--- config.mk ---
export PLATFORM = sky130hd
export DESIGN_NAME = write_burst_buffer
export DESIGN_NICKNAME = d
export VERILOG_FILES = /design/src/rtl/write_burst_buffer.sv
export SDC_FILE = /design/constraint.sdc
export NUM_CORES = 1
export LEC_CHECK = 0
export BUFFER_PORTS_ARGS = -buffer_cell sky130_fd_sc_hd__buf_4
export CAP_MARGIN = 30
export CORE_MARGIN = 10
export CORE_UTILIZATION = 48
export DETAILED_ROUTE_END_ITERATION = 8
export PLACE_DENSITY = 0.78
export SKIP_CTS_REPAIR_TIMING = 1
export SKIP_LAST_GASP = 1
export SLEW_MARGIN = 10
export SYNTH_ARGS = -nofsm -noshare
export SYNTH_HDL_FRONTEND = slang
export SYNTH_SLANG_ARGS = --single-unit
--- constraint.sdc ---
create_clock -name clk -period 3.83 [get_ports clk]
set_clock_uncertainty 0.05 [all_clocks]
set_input_delay 0.383 -clock clk [delete_from_list [all_inputs] [get_ports clk]]
set_output_delay 0.383 -clock clk [all_outputs]
set_load 0.01 [all_outputs]
--- src/rtl/write_burst_buffer.sv ---
// Single-line CPU write-combining buffer: merges 16-bit writes into one 4-word line
// and flushes it to the SDRAM controller as a 4-beat burst with per-byte masks.
module write_burst_buffer (
    input  logic        clk,
    input  logic        reset,
    input  logic        i_cpu_req,
    input  logic        i_cpu_rw,
    input  logic [31:0] i_cpu_addr,
    input  logic [15:0] i_cpu_data,
    input  logic [1:0]  i_cpu_be,
    output logic        o_cpu_ack,
    output logic        o_wb_dirty,
    output logic        o_wb_hit,
    output logic        o_sdram_req,
    output logic [31:0] o_sdram_addr,
    input  logic        i_sdram_burst,
    output logic [15:0] o_sdram_data,
    output logic [1:0]  o_sdram_dqm
);

    typedef enum logic [0:0] {StIdle, StBurst} state_t;

    state_t      r_state;
    logic [15:0] r_word [4];
    logic [7:0]  r_mask;
    logic [28:0] r_line;
    logic [1:0]  r_idx;
    logic        r_release;
    logic        r_dirty;
    logic        r_sdram_req;
    logic        r_cpu_ack;

    logic        w_line_match;
    logic        w_accept;
    logic [1:0]  w_widx;
    logic        w_unused;

    assign w_line_match = (i_cpu_addr[31:3] == r_line);
    assign w_widx       = i_cpu_addr[2:1];
    assign w_unused     = i_cpu_addr[0];

    // A pending burst always wins over a CPU write in the same cycle.
    assign w_accept = (r_state == StIdle) && i_cpu_req && !i_cpu_rw && !r_release &&
                      !i_sdram_burst && (!r_dirty || w_line_match);

    always_ff @(posedge clk) begin
        if (!reset) begin
            r_state     <= StIdle;
            r_mask      <= 8'hFF;
            r_idx       <= 2'd0;
            r_release   <= 1'b0;
            r_dirty     <= 1'b0;
            r_sdram_req <= 1'b0;
            r_cpu_ack   <= 1'b0;
        end else begin
            r_cpu_ack <= w_accept;
            // Blocks a held request from being accepted a second time.
            if (w_accept) begin
                r_release <= 1'b1;
            end else if (!i_cpu_req) begin
                r_release <= 1'b0;
            end
            case (r_state)
                StIdle: begin
                    if (r_dirty && i_sdram_burst) begin
                        r_sdram_req <= 1'b0;
                        r_idx       <= 2'd1;
                        r_state     <= StBurst;
                    end else if (w_accept) begin
                        r_line <= i_cpu_addr[31:3];
                        if (i_cpu_be[0]) begin
                            r_word[w_widx][7:0]    <= i_cpu_data[7:0];
                            r_mask[{w_widx, 1'b0}] <= 1'b0;
                        end
                        if (i_cpu_be[1]) begin
                            r_word[w_widx][15:8]   <= i_cpu_data[15:8];
                            r_mask[{w_widx, 1'b1}] <= 1'b0;
                        end
                        r_dirty     <= 1'b1;
                        r_sdram_req <= 1'b1;
                    end
                end
                StBurst: begin
                    if (i_sdram_burst) begin
                        r_idx <= r_idx + 2'd1;
                    end else begin
                        r_dirty <= 1'b0;
                        r_mask  <= 8'hFF;
                        r_idx   <= 2'd0;
                        r_state <= StIdle;
                    end
                end
                default: r_state <= StIdle;
            endcase
        end
    end

    assign o_cpu_ack    = r_cpu_ack;
    assign o_wb_dirty   = r_dirty;
    assign o_wb_hit     = r_dirty && w_line_match;
    assign o_sdram_req  = r_sdram_req;
    assign o_sdram_addr = {r_line, 3'b000};
    assign o_sdram_data = r_word[r_idx];
    assign o_sdram_dqm  = r_mask[{r_idx, 1'b0} +: 2];

endmodule

==> flow_results.xml <==
<?xml version="1.0" encoding="UTF-8"?>
<metrics>
  <group name="power">
    <metric name="switchingPower" unit="mW">0.507</metric>
    <metric name="leakagePower" unit="nW">2.01</metric>
    <metric name="power.share.sequential" unit="%">61.3</metric>
    <metric name="power_frac_clock" unit="%">31.5</metric>
    <metric name="pwr-share-comb" unit="%">7.1</metric>
    <metric name="vdd_drop_max" unit="uV">220</metric>
    <metric name="powerDensity" unit="mW/mm2">384</metric>
    <metric name="p_sw_share" unit="%">23.6</metric>
    <metric name="power_report.internal_total" unit="mW">1.65</metric>
  </group>
  <group name="grt">
    <metric name="grt_first_pass_wirelength" unit="mm">14.6</metric>
    <metric name="grt_max_degree" unit="">30</metric>
    <metric name="grt.total_usage" unit="%">14.0</metric>
    <metric name="antenna_found_initial" unit="">0</metric>
    <metric name="globalRouteOverflowTotal" unit="">0</metric>
    <metric name="grt_pass1_vias" unit="">2801</metric>
  </group>
  <group name="sta">
    <metric name="timing.final.max_slew_violations" unit="">0</metric>
    <metric name="finalCritPeriodShare" unit="%">72.7</metric>
    <metric name="timing_hold_violations_final" unit="">0</metric>
    <metric name="minimum_setup_slack_in_the_final_design" unit="ns">1.05</metric>
    <metric name="post-route-min-period" unit="ns">2.78</metric>
    <metric name="rsz0062_at_grt" unit="">no</metric>
    <metric name="tightestPinTransition" unit="ns">0.846</metric>
    <metric name="tns" unit="ns">0</metric>
    <metric name="fmaxAchievable" unit="MHz">359</metric>
    <metric name="slew_headroom" unit="%">43.5</metric>
    <metric name="finalSetupViolCount" unit="">0</metric>
  </group>
  <group name="die">
    <metric name="coreArea" unit="mm2">0.00911</metric>
    <metric name="dieArea" unit="mm2">0.0135</metric>
    <metric name="io_pins" unit="">109</metric>
    <metric name="floorplan.die.height" unit="um">116</metric>
    <metric name="rows" unit="">35</metric>
    <metric name="die_w" unit="um">116</metric>
    <metric name="initial_utilization" unit="%">48.8</metric>
  </group>
  <group name="setup_path">
    <metric name="timing.critical_path.required" unit="ns">3.40</metric>
    <metric name="critPathCaptureType" unit="">output pin</metric>
    <metric name="worst_path_fanout_max" unit="">13</metric>
    <metric name="setup.worst_path.end" unit="">o_wb_hit</metric>
    <metric name="timing.critical_path.depth" unit="">6</metric>
    <metric name="r2r-start" unit="">r_line[2]</metric>
    <metric name="rrSetupSlack" unit="ns">1.05</metric>
    <metric name="crit_path_start" unit="">r_line[2]</metric>
    <metric name="worstSetupPathType" unit="">reg -&gt; out</metric>
    <metric name="cpPeakStageDelay" unit="ns">0.43</metric>
    <metric name="critPathSlowestCell" unit="">edfxtp_1</metric>
    <metric name="worstPathBufferInverterCount" unit="">1</metric>
    <metric name="startpoint_type" unit="">register</metric>
    <metric name="critical_path.cell_chain" unit="">xor2_1 -&gt; nor4_1 -&gt; nand4_1 -&gt; or2_4 -&gt; nor2_1 -&gt; buf_4</metric>
    <metric name="worst_path_dominant_cell_family" unit="">simple AND/OR/NAND/NOR gates</metric>
    <metric name="worst_r2r_path_cells" unit="">5</metric>
    <metric name="worst_r2r_endpoint" unit="">r_word[1][11]</metric>
    <metric name="cp_data_arrival_time" unit="ns">2.35</metric>
  </group>
  <group name="worst_hold_path">
    <metric name="hp-start" unit="">i_cpu_addr[4]</metric>
    <metric name="holdCritPathClass" unit="">in -&gt; reg</metric>
  </group>
  <group name="synth">
    <metric name="async_reset_ff_share" unit="%">0</metric>
    <metric name="yosys_warning_total" unit="">0</metric>
    <metric name="synth_ff_type" unit="">edfxtp_1</metric>
    <metric name="synth-edff-count" unit="">93</metric>
    <metric name="synth.lib_cells_used.distinct" unit="">38</metric>
    <metric name="post_syn_area_per_cell" unit="um2">17.2</metric>
    <metric name="synth_seq_cells" unit="">110</metric>
    <metric name="netlist_area" unit="mm2">0.00445</metric>
    <metric name="seq_total_area_yosys" unit="%">70.5</metric>
    <metric name="syn-instance-count" unit="">258</metric>
  </group>
  <group name="detailed_routing">
    <metric name="drt-vias-per-instance" unit="">5.44</metric>
    <metric name="dr.pass1.iters" unit="">4</metric>
    <metric name="post_route_drc" unit="">0</metric>
    <metric name="routed_wl" unit="mm">9.23</metric>
    <metric name="ant_nets" unit="">0</metric>
    <metric name="vias" unit="">2649</metric>
    <metric name="drt_first_iter_violations" unit="">155</metric>
    <metric name="wl_per_cell" unit="um">19.0</metric>
  </group>
  <group name="cts">
    <metric name="post_cts_clock_slew_at_the_launch_and_capture_registers_of_the_worst_setup_and_hold_paths" unit="ns">0.11</metric>
    <metric name="insertion_delay" unit="ns">0.37</metric>
    <metric name="clock_tree.htree_level_count" unit="">3</metric>
    <metric name="cts-root-buf" unit="">clkbuf_8</metric>
    <metric name="cts_tree" unit="">built</metric>
    <metric name="total_cts_buffers" unit="">9</metric>
    <metric name="clock_tree.buffer_depth" unit="">2</metric>
    <metric name="clock_sink_count" unit="">110</metric>
  </group>
  <group name="layout">
    <metric name="layout_commonest_cell" unit="">buf_4</metric>
    <metric name="commonest_cells_after_routing_fill_and_taps_aside" unit="">buf_4 (113), edfxtp_1 (93), xor2_1 (27)</metric>
    <metric name="post_route_cells_drive_above_1_share" unit="%">43.4</metric>
    <metric name="layout.nets" unit="">426</metric>
    <metric name="areaGrowthSynthToFinish" unit="%">26.0</metric>
    <metric name="antennaDiodeCount" unit="">0</metric>
  </group>
  <group name="placed_design">
    <metric name="place_congestion" unit="">0.741</metric>
    <metric name="dp_hpwl" unit="mm">6.82</metric>
    <metric name="port_buffers" unit="">104</metric>
    <metric name="dp_worst_setup_slack" unit="ns">0.983</metric>
  </group>
  <group name="flow_run">
    <metric name="max-cap-violations" unit="">0</metric>
  </group>
  <group name="status">
    <metric name="status" unit="">completed</metric>
  </group>
</metrics>
-- cell families after synthesis --
kind of cell           share of synthesized area [%]
buffers and inverters                           2.25
other                                         0.0844
AND/OR/NAND/NOR                                 5.57
AO/OA/AOI/OAI                                   6.33
XOR/XNOR                                        5.91
multiplexers                                    9.37
flip-flops                                      70.5
-- registers in the layout, summed over array words and instances (netlist names), named ones only --
signal	count
o_sdram_req	1
r_release	1
r_word	64
o_cpu_ack	1
r_idx	2
r_line	29
r_state	1
o_wb_dirty	1
r_mask	8
-- Yosys cell counts, types with 3 or more instances --
cell,number,share of area [%]
a2111oi_0,3,0.59
a2111oi_2,4,1.4
o31ai_1,4,0.68
xnor2_1,3,0.59
nor2_1,5,0.42
buf_4,3,0.51
mux4_2,18,9.1
nand2b_1,3,0.42
a31oi_1,3,0.42
o32ai_1,4,0.79
nand2_1,11,0.93
inv_1,8,0.68
edfxtp_1,93,63
dfxtp_1,17,7.7
nor4_1,3,0.42
clkbuf_1,6,0.51
nor4_2,3,0.84
xor2_1,27,5.3
nor3_1,5,0.56
nand3_1,3,0.34
a21oi_1,10,1.1
-- worst min-delay path by stage --
stage                        endpoint  slack (ns)  cells after the start
final                       r_line[1]        0.14                      1
after global routing        r_line[5]        0.11                      1
after CTS                  r_line[22]        0.13                      1
after detailed placement    r_mask[1]        0.42                      2
after global placement    o_sdram_req        0.41                      2
after floorplan             r_mask[5]        0.40                      2
-- worst reg2reg max path, cell delays in order (launching register included) --
cell and delay (ns):
edfxtp_1 0.43, xor2_1 0.18, nor4_1 0.38, nand4_1 0.25, or2_4 0.41, a2111oi_4 0.73
-- final cells by class --
class,instances,area (um2)
clock inverter,7,77.6
tap,111,139
multi-input combinational,129,1250
inverter,8,30.0
fill,689,3510
timing repair buffer,113,848
clock buffer,9,124
sequential,110,3130
-- metal layers --
metal / vias up / share of wire, % / GRT usage [%]
met2: 100 / 48 / 22.0
met5: - / 0 / 0
met4: 0 / 0.73 / 3.00
met3: 6 / 12 / 8.68
li1: 1233 / - / -
met1: 1310 / 40 / 16.1
-- power by group through the flow --
stage	Clock [mW]	Sequential (mW)	Combinational, mW
2_1_floorplan	0	1.35	0.0675
3_3_place_gp	0	1.35	0.150
3_5_place_dp	0	1.35	0.156
4_1_cts	0.702	1.32	0.156
5_1_grt	0.743	1.32	0.168
6_report	0.679	1.32	0.154
-- stage by stage --
step	instance area (um2)	power, mW	instances	util, %	hold WS, ns
2_1_floorplan	4460	1.41	260	-	0.402
3_3_place_gp	5400	1.50	471	59.3	0.413
6_report	5600	2.15	487	61.5	0.141
3_5_place_dp	5400	1.50	471	59.3	0.421
5_1_grt	5600	2.23	487	61.5	0.113
4_1_cts	5600	2.18	487	61.5	0.127
Note: power is estimated with default switching activity, not from simulation.
